[src/rtl/combo_pkg.sv]
// rtl/combo_pkg.sv - press codes, combo sequences, ids and FSM states for combo_detector
package combo_pkg;

    localparam logic [1:0] CODE_LEFT  = 2'd0;
    localparam logic [1:0] CODE_RIGHT = 2'd1;
    localparam logic [1:0] CODE_DOWN  = 2'd2;
    localparam logic [1:0] CODE_PUNCH = 2'd3;

    localparam logic [1:0] ID_NONE = 2'd0;
    localparam logic [1:0] ID_1    = 2'd1;
    localparam logic [1:0] ID_2    = 2'd2;
    localparam logic [1:0] ID_3    = 2'd3;

    // Sequences are packed oldest-first, so the newest press sits in bits [1:0].
    localparam int         LEN_ID1 = 3;
    localparam int         LEN_ID2 = 4;
    localparam int         LEN_ID3 = 3;
    localparam logic [5:0] SEQ_ID1 = {CODE_DOWN, CODE_RIGHT, CODE_PUNCH};
    localparam logic [7:0] SEQ_ID2 = {CODE_RIGHT, CODE_DOWN, CODE_RIGHT, CODE_PUNCH};
    localparam logic [5:0] SEQ_ID3 = {CODE_DOWN, CODE_LEFT, CODE_PUNCH};

    localparam int HIST_DEPTH = 4;

    typedef logic [1:0] state_t;
    localparam state_t ST_IDLE     = 2'd0;
    localparam state_t ST_COLLECT  = 2'd1;
    localparam state_t ST_FIRE     = 2'd2;
    localparam state_t ST_COOLDOWN = 2'd3;

    function automatic logic [1:0] encode_press(input logic [3:0] btn);
        logic [1:0] code;
        code = CODE_LEFT;
        case (btn)
            4'b0010: code = CODE_RIGHT;
            4'b0100: code = CODE_DOWN;
            4'b1000: code = CODE_PUNCH;
            default: code = CODE_LEFT;
        endcase
        return code;
    endfunction

endpackage

[src/rtl/combo_matcher.sv]
// rtl/combo_matcher.sv - combinational match of the newest history entries against the combo table
module combo_matcher
    import combo_pkg::*;
(
    input  logic [7:0] hist,
    input  logic [2:0] depth,
    output logic       hit,
    output logic [1:0] id
);

    // Longest combo wins so that ID2 shadows ID1 when both end on the same press.
    always_comb begin
        hit = 1'b0;
        id  = ID_NONE;
        if (depth >= 3'(LEN_ID2) && hist == SEQ_ID2) begin
            hit = 1'b1;
            id  = ID_2;
        end else if (depth >= 3'(LEN_ID1) && hist[5:0] == SEQ_ID1) begin
            hit = 1'b1;
            id  = ID_1;
        end else if (depth >= 3'(LEN_ID3) && hist[5:0] == SEQ_ID3) begin
            hit = 1'b1;
            id  = ID_3;
        end
    end

endmodule

[src/rtl/combo_detector.sv]
// rtl/combo_detector.sv - button-press combo recogniser with grace abort and post-fire cooldown
module combo_detector
    import combo_pkg::*;
#(
    parameter int COOLDOWN_CYCLES = 2_500_000,
    parameter int GRACE_CYCLES    = 2
) (
    input  logic       clk,
    input  logic       rst_n,
    input  logic [3:0] btn_pulse,
    input  logic       window_open,
    output logic       combo_valid,
    output logic [1:0] combo_id,
    output logic       cancel_out,
    output logic       busy,
    output logic [2:0] depth
);

    localparam int          CD_W      = 24;
    localparam logic [CD_W-1:0] CD_LAST = CD_W'(COOLDOWN_CYCLES - 1);
    localparam int          GR_W      = $clog2(GRACE_CYCLES + 1);
    localparam logic [GR_W-1:0] GR_LAST = GR_W'(GRACE_CYCLES - 1);

    state_t          state;
    logic [7:0]      hist;
    logic [CD_W-1:0] cd_cnt;
    logic [GR_W-1:0] grace_cnt;

    logic       press_any;
    logic       press_valid;
    logic       press_invalid;
    logic [1:0] press_code;
    logic       base_clear;
    logic [7:0] push_hist;
    logic [2:0] push_depth;
    logic       match_hit;
    logic [1:0] match_id;

    assign press_any     = |btn_pulse;
    assign press_valid   = press_any && ((btn_pulse & (btn_pulse - 4'd1)) == 4'd0);
    assign press_invalid = press_any && !press_valid;
    assign press_code    = encode_press(btn_pulse);

    // A press outside an open window starts a fresh sequence; from IDLE the window
    // is not open yet, so the press always becomes the first entry.
    assign base_clear = (state == ST_IDLE) || !window_open;
    assign push_hist  = base_clear ? {6'd0, press_code} : {hist[5:0], press_code};
    assign push_depth = base_clear ? 3'd1 :
                        (depth == 3'(HIST_DEPTH)) ? 3'(HIST_DEPTH) : depth + 3'd1;

    combo_matcher u_matcher (
        .hist  (push_hist),
        .depth (push_depth),
        .hit   (match_hit),
        .id    (match_id)
    );

    always_ff @(posedge clk or negedge rst_n) begin
        if (!rst_n) begin
            state       <= ST_IDLE;
            hist        <= 8'd0;
            depth       <= 3'd0;
            cd_cnt      <= '0;
            grace_cnt   <= '0;
            combo_valid <= 1'b0;
            cancel_out  <= 1'b0;
            combo_id    <= ID_NONE;
            busy        <= 1'b0;
        end else begin
            combo_valid <= 1'b0;
            cancel_out  <= 1'b0;
            case (state)
                ST_IDLE, ST_COLLECT: begin
                    if (press_invalid) begin
                        hist      <= 8'd0;
                        depth     <= 3'd0;
                        grace_cnt <= '0;
                        state     <= ST_IDLE;
                    end else if (press_valid) begin
                        hist      <= push_hist;
                        depth     <= push_depth;
                        grace_cnt <= '0;
                        if (match_hit) begin
                            combo_id    <= match_id;
                            combo_valid <= 1'b1;
                            cancel_out  <= 1'b1;
                            busy        <= 1'b1;
                            state       <= ST_FIRE;
                        end else begin
                            state <= ST_COLLECT;
                        end
                    end else if (state == ST_COLLECT && !window_open) begin
                        if (grace_cnt == GR_LAST) begin
                            hist      <= 8'd0;
                            depth     <= 3'd0;
                            grace_cnt <= '0;
                            state     <= ST_IDLE;
                        end else begin
                            grace_cnt <= grace_cnt + 1'b1;
                        end
                    end else begin
                        grace_cnt <= '0;
                    end
                end
                ST_FIRE: begin
                    hist   <= 8'd0;
                    depth  <= 3'd0;
                    cd_cnt <= '0;
                    state  <= ST_COOLDOWN;
                end
                ST_COOLDOWN: begin
                    if (cd_cnt == CD_LAST) begin
                        cd_cnt <= '0;
                        busy   <= 1'b0;
                        state  <= ST_IDLE;
                    end else begin
                        cd_cnt <= cd_cnt + 1'b1;
                    end
                end
                default: begin
                    busy  <= 1'b0;
                    state <= ST_IDLE;
                end
            endcase
        end
    end

endmodule

[config.mk]
export PLATFORM = sky130hd
export DESIGN_NAME = combo_detector
export DESIGN_NICKNAME = d
export VERILOG_FILES = /design/src/rtl/combo_pkg.sv /design/src/rtl/combo_matcher.sv /design/src/rtl/combo_detector.sv
export SDC_FILE = /design/constraint.sdc
export NUM_CORES = 1
export LEC_CHECK = 0
export CAP_MARGIN = 0
export CORE_ASPECT_RATIO = 1.75
export CORE_MARGIN = 2
export CORE_UTILIZATION = 31
export DETAILED_ROUTE_END_ITERATION = 7
export PLACE_DENSITY = 0.47
export SYNTH_ARGS = -nofsm -noshare
export SYNTH_HDL_FRONTEND = slang
export SYNTH_HIERARCHICAL = 1
export SYNTH_SLANG_ARGS = --single-unit
[constraint.sdc]
create_clock -name clk -period 4.6 [get_ports clk]
set_input_delay 0.69 -clock clk [delete_from_list [all_inputs] [get_ports clk]]
set_output_delay 0.69 -clock clk [all_outputs]
set_load 0.005 [all_outputs]
Yosys cells after proc, flatten, opt, wreduce, memory -nomap -nowiden
Cells that the tools add are included.
{"block": "totals", "reg_bits": 41, "inputBits": 7}
{"block": "classes", "add_sub_neg": 4, "n_eq_ne": 18, "n_reduce_logical": 20, "magnitude_cmp": 2, "bitwise": 2, "mux": 42}
{"operator": "24-bit case mux with 2 select lines", "n": 1}
{"operator": "2-bit two-way mux", "n": 13}
{"operator": "24-bit by 1-bit adder with 24-bit output, second input constant", "n": 1}
{"operator": "24-bit by 22-bit equality test with 1-bit output, second input constant", "n": 1}
{"operator": "24-bit two-way mux", "n": 1}
{"operator": "6-bit two-way mux", "n": 4}
{"operator": "3-bit two-way mux", "n": 6}
{"operator": "6-bit equality test, second input constant", "n": 2}
{"operator": "2-bit case mux with 3 select lines", "n": 2}
{"operator": "6-bit case mux with 2 select lines", "n": 1}
{"operator": "1-bit two-way mux", "n": 11}
{"operator": "8-bit by 7-bit equality test with 1-bit output, second input constant", "n": 1}
{"operator": "8-bit two-way mux", "n": 1}
{"operator": "2-bit inequality test, second input constant", "n": 4}
{"operator": "4-bit inequality test, second input constant", "n": 2}
{"operator": "1-bit logical AND", "n": 6}
{"operator": "3-bit case mux with 2 select lines", "n": 1}
{"operator": "3-bit AND reduction", "n": 2}
{"operator": "2-bit nonzero test", "n": 3}
{"operator": "5-bit AND reduction", "n": 1}
{"operator": "4-bit bitwise AND", "n": 1}
{"operator": "2-bit by 1-bit equality test with 1-bit output, second input constant", "n": 2}
{"operator": "2-bit equality test, second input constant", "n": 2}
{"operator": "4-bit by 2-bit equality test with 1-bit output, second input constant", "n": 1}
{"operator": "17 further kinds", "n": 18}

Depth between registers and ports, before layout
{"block": "logic_depth", "ltp_word": 12, "mapped_depth": 9, "ltp_nobuf": 9}

Modules after synthesis
The synthesis kept the hierarchy.
{"module": "combo_detector", "area_per_inst_um2": 2317.2, "cells_each": 238, "instances": 1, "seq_area_each_um2": 1026.0}
{"module": "combo_matcher", "area_per_inst_um2": 76.3, "cells_each": 8, "instances": 1, "seq_area_each_um2": 0.0}

Worst setup path after synthesis
OpenSTA, ideal clock, no wires.
{"block": "synth_timing", "kind": "in2reg", "from": "in btn_pulse[3]", "to": "reg combo_id[0]", "required_time_ns": 4.475, "slack_ns": 2.434, "t_arrival_ns": 2.042, "path_stages": 6, "cell_sequence": "xnor2_1 nor3_1 nand4b_4 nor3_2 nor3b_4 mux2_2"}
{"block": "synth_via", "elab_chain_cells": 9, "word_cells_on_any_way": 26, "cone_classes": "1 x add/sub; 6 x eq/ne; 8 x mux; 2 x bitwise; 9 x reduce/logical"}
{"element": "start, declared", "line_no": "combo_detector.sv:10", "text": "input logic [3:0] btn_pulse,"}
{"element": "4-bit equality test (tied with other cells)", "line_no": "combo_pkg.sv:33", "text": "case (btn)"}
{"element": "2-bit case mux with 3 select lines *", "line_no": "combo_pkg.sv:33"}
{"element": "net press_code[0]", "line_no": "combo_detector.sv:32", "text": "logic [1:0] press_code;"}
{"element": "8-bit two-way mux *", "line_no": "combo_detector.sv:47", "text": "assign push_hist = base_clear ? {6'd0, press_code} : {hist[5:0], press_code};"}
{"element": "6-bit equality test", "line_no": "combo_matcher.sv:21", "text": "end else if (depth >= 3'(LEN_ID3) && hist[5:0] == SEQ_ID3) begin"}
{"element": "1-bit logical AND", "line_no": "combo_matcher.sv:21"}
{"element": "1-bit two-way mux", "line_no": "combo_matcher.sv:21"}
{"element": "1-bit two-way mux", "line_no": "combo_matcher.sv:18", "text": "end else if (depth >= 3'(LEN_ID1) && hist[5:0] == SEQ_ID1) begin"}
{"element": "1-bit two-way mux *", "line_no": "combo_matcher.sv:15", "text": "if (depth >= 3'(LEN_ID2) && hist == SEQ_ID2) begin"}
{"element": "net match_hit", "line_no": "combo_detector.sv:36", "text": "logic match_hit;"}
{"element": "4-bit AND reduction (no line) *"}
{"element": "end signal, assigned", "line_no": "combo_detector.sv:84", "text": "combo_id <= match_id;"}
{"element": "end, declared", "line_no": "combo_detector.sv:13", "text": "output logic [1:0] combo_id,"}
The timed path passes the listed nets; every way through them passes the cells marked *.
A chain may end at the register's enable or synchronous reset.

Worst setup path after layout
{"block": "layout_timing", "from": "in window_open", "to": "reg combo_id[0]"}
{"block": "layout_via", "elab_chain_cells": 9, "word_cells_on_any_way": 19, "cone_classes": "2 x order compare; 3 x eq/ne; 8 x mux; 6 x reduce/logical"}
{"element": "start, declared", "line_no": "combo_detector.sv:11", "text": "input logic window_open,"}
{"element": "1-bit logical NOT *", "line_no": "combo_detector.sv:46", "text": "assign base_clear = (state == ST_IDLE) || !window_open;"}
{"element": "1-bit logical OR *", "line_no": "combo_detector.sv:46"}
{"element": "3-bit two-way mux *", "line_no": "combo_detector.sv:48", "text": "assign push_depth = base_clear ? 3'd1 :"}
{"element": "net push_depth[2]", "line_no": "combo_detector.sv:35", "text": "logic [2:0] push_depth;"}
{"element": "3-bit by 2-bit greater-or-equal comparator with 1-bit output", "line_no": "combo_matcher.sv:18, combo_matcher.sv:21"}
{"element": "1-bit logical AND", "line_no": "combo_matcher.sv:21"}
{"element": "1-bit two-way mux", "line_no": "combo_matcher.sv:21"}
{"element": "1-bit two-way mux", "line_no": "combo_matcher.sv:18"}
{"element": "1-bit two-way mux *", "line_no": "combo_matcher.sv:15"}
{"element": "net match_hit", "line_no": "combo_detector.sv:36"}
{"element": "4-bit AND reduction (no line) *"}
Marks and branches as above.

==> summary.md <==
| Metric | Value |
|---|---|
| Synth area leader | `dfrtp_1` |
| Sequential share of power | `46.2%` |
| Total grt overflow | `0` |
| Post-synth top area share | `42.9%` |
| CP startpoint | `window_open` |
| Hold Crit Class | `reg2reg` |
| Initial antenna violation count | `0` |
| Die Footprint | `8470 um2` |
| Core ar. | `7510 um2` |
| Input/output buffers | `14` |
| Largest net degree at the start of global routing | `42` |
| Wirelength, routed | `5.94 mm` |
| Register area share after synthesis | `42.9%` |
| Reg2reg setup slack | `2.11 ns` |
| Critical Path AT | `2.83 ns` |
| Worst-case reg-to-reg path depth | `7` |
| Root buf cell | `clkbuf_16` |
| Net count, final | `265` |
| Status | `finished, final reports clean` |
| Vert. Die Dim | `120 um` |
| Net switching fraction of the power | `25.7%` |
| Die width | `70.4 um` |
| Fmax | `377 MHz` |
| Critical Path Start Type | `input port` |
| FILL cells | `767` |
| Crit Path Max Fanout | `9` |
| Clock buffer count from CTS | `5` |
| DP HPWL | `4.23 mm` |
| NetSw | `242 uW` |
| Worst reg2reg endpoint | `combo_id[0]` |
| Site Rows | `42` |
| Mapped Nets | `256` |
| Max-cap violations | `0` |
| Initial Util | `31.9%` |
| Number of synthesized register bits | `41` |
| Vias in the first global route | `2014` |
| Clk sinks | `41` |
| CP endpoint kind | `flop` |
| I/O pin cnt | `15` |
| Hold Fails Final Rpt | `0` |
| Mapped Area | `2390 um2` |
| EDFF count, synth | `0` |
| Setup TNS | `0 ns` |
| Slew headroom | `36.3%` |
| RSZ-0062 raised after global routing | `false` |
| Most used DFF post-synth | `dfrtp_1` |
| Count of different cell masters after synthesis | `43` |
| Reg-to-Reg Start | `state[1]` |
| Int Power | `701 uW` |
| CTS H-tree lvls | `2` |
| Routed via count | `1928` |
| Final antenna-violating net count | `0` |
| Final critical-path required period | `2.65 ns` |
| Post_cts resized | `0` |
| Combinational power share | `9.9%` |
| Layout cells sized above 1 | `9.77%` |
| Drt drc | `0` |
| Clock Skew | `0.00726 ns` |
| Final Slew Violations | `0` |
| CTS Hold Bufs | `0` |
| Pwr Density | `341 nW/um2` |
| Ys Warns | `6` |
| Required @ worst endpoint | `4.78 ns` |
| Vias per Instance | `5.60` |
| Clock Latency Late Sink | `0.29 ns` |
| Clock-pin slew on the worst setup and hold paths | `0.06 ns` |
| Total power | `943 uW` |
| Drt wl/cell | `17.3 um` |
| Critical path class | `in2reg` |
| LEAKAGE | `1.15 nW` |
| Clock power frac | `43.9%` |
| First-pass GRT wire length | `10.1 mm` |
| Gpl congestion | `0.800` |
| Synth top area cells | `dfrtp_1 43%, o2bb2ai_1 7.7%, mux2i_1 5.4%` |
| Measured slew at the worst slew-check pin | `0.955 ns` |
| Final period utilization | `57.6%` |
| Initial DRT Pass Iterations | `6` |
| Synth Instances | `246` |
| DRT iter0 DRCs | `127` |
| Area growth syn-to-layout | `15.5%` |
| CP Capture Point | `combo_id[0]` |
| Maximum vdd drop | `0.203 mV` |
| Global-route usage over all layers | `15.4%` |
| Max Root-Sink Buffers | `2` |
| Setup bufs post-CTS | `0` |
| Syn avg cell area | `9.73 um2` |
| Post-synth ARST share | `100%` |
| CTS tree | `done` |
| Diode count | `0` |
| Final setup violation count | `0` |
-- placed cells by master (no fill, tap or decap), drive strengths merged, types with 2 or more instances in the layout --
cell type      instances
nand2b                 2
buf                    3
nand4                 12
dfrtp                 41
nor4b                  5
mux2                   6
o21ai                  7
nor2                  26
and4                   3
o2bb2ai               21
or2                    2
xnor2                  2
nor3                  12
clkdlybuf4s50         13
o21a                   3
nor4                   4
a22oi                  2
inv                    3
a21oi                  6
nand3                 13
clkbuf                 7
mux2i                 13
nand2                 16
and2                  10
ha                     3
a22o                   8
-- critical path, cell delays in order --
cell             delay, ns
clkdlybuf4s50_1       0.56
o21a_1                0.28
o21ai_0               0.12
nor2_1                0.20
a21oi_1               0.11
nor3_2                0.19
nor3b_4               0.31
mux2_2                0.36
-- routing by layer --
layer	up-vias	track usage, %	routed length (um)
li1	941	-	-
met1	946	16.0	2290
met2	28	28.1	3280
met3	13	2.67	132
met4	0	9.25	230
met5	-	0	0
-- flip-flops by register name (all words and copies together) (netlist names) --
| name | cells |
|---|---|
| busy | 1 |
| cancel_out | 1 |
| cd_cnt | 24 |
| combo_id | 2 |
| depth | 3 |
| grace_cnt | 2 |
| hist | 6 |
| state | 2 |
-- how the worst min path moves through the flow --
stage                      startpoint     endpoint  depth (start not counted)
after floorplan                 rst_n         busy                          0
after global placement        hist[4]      hist[4]                          1
after detailed placement      hist[5]      hist[5]                          1
after CTS                     hist[5]      hist[5]                          1
after global routing      combo_id[1]  combo_id[1]                          1
final                     combo_id[0]  combo_id[0]                          1
-- layout make-up --
type,count,area (um2),share of cell area (%)
sequential,41,1030,37.1
clock inverter,1,30.0,1.09
clock buffer,7,143,5.16
multi-input combinational,187,1290,46.7
inverter,4,15.0,0.543
tap,88,110,3.98
timing repair buffer,16,150,5.43
-- cell usage after synthesis, drive strengths merged (2+ instances only) --
cell,n
inv,3
nand3,13
nand2,16
nand2b,2
nor4,4
and2,10
mux2i,13
a21oi,6
ha,3
a22o,8
xnor2,2
or2,2
mux2,6
buf,4
nor2,26
nor3,12
and4,3
nor4b,5
nand4,12
o2bb2ai,21
o21a,3
dfrtp,41
o21ai,7
a22oi,2
clkbuf,10
-- power groups by stage --
stage	Clock (mW)	Sequential (mW)	Combinational [mW]
2_1_floorplan	0	0.416	0.0802
3_3_place_gp	0	0.440	0.0908
3_5_place_dp	0	0.441	0.0938
4_1_cts	0.425	0.435	0.0941
5_1_grt	0.445	0.441	0.106
6_report	0.414	0.436	0.0933
-- per-stage QoR --
| stage | std cells | util [%] | cell area, um2 | hold slack [ns] | worst slack (ns) |
|---|---|---|---|---|---|
| floorplan | 246 | - | 2390 | 0.394 | 2.43 |
| global placement | 336 | 34.5 | 2590 | 0.489 | 1.77 |
| detailed placement | 336 | 34.5 | 2590 | 0.488 | 1.71 |
| CTS | 344 | 36.8 | 2760 | 0.509 | 2.02 |
| global route | 344 | 36.8 | 2760 | 0.533 | 1.74 |
| finish | 344 | 36.8 | 2760 | 0.509 | 1.95 |
-- kinds of logic after synthesis --
logic type / Yosys count / share of synthesized area [%]
and+or+nand+nor: 112 / 26.8
AOI/OAI and AO/OA: 51 / 16.4
DFF: 41 / 42.9
muxes: 19 / 8.42
buffers and inverters: 18 / 3.24
adders and majority gates: 3 / 1.57
xor gates and xnor gates: 2 / 0.732
(Power assumes the default switching activity.)
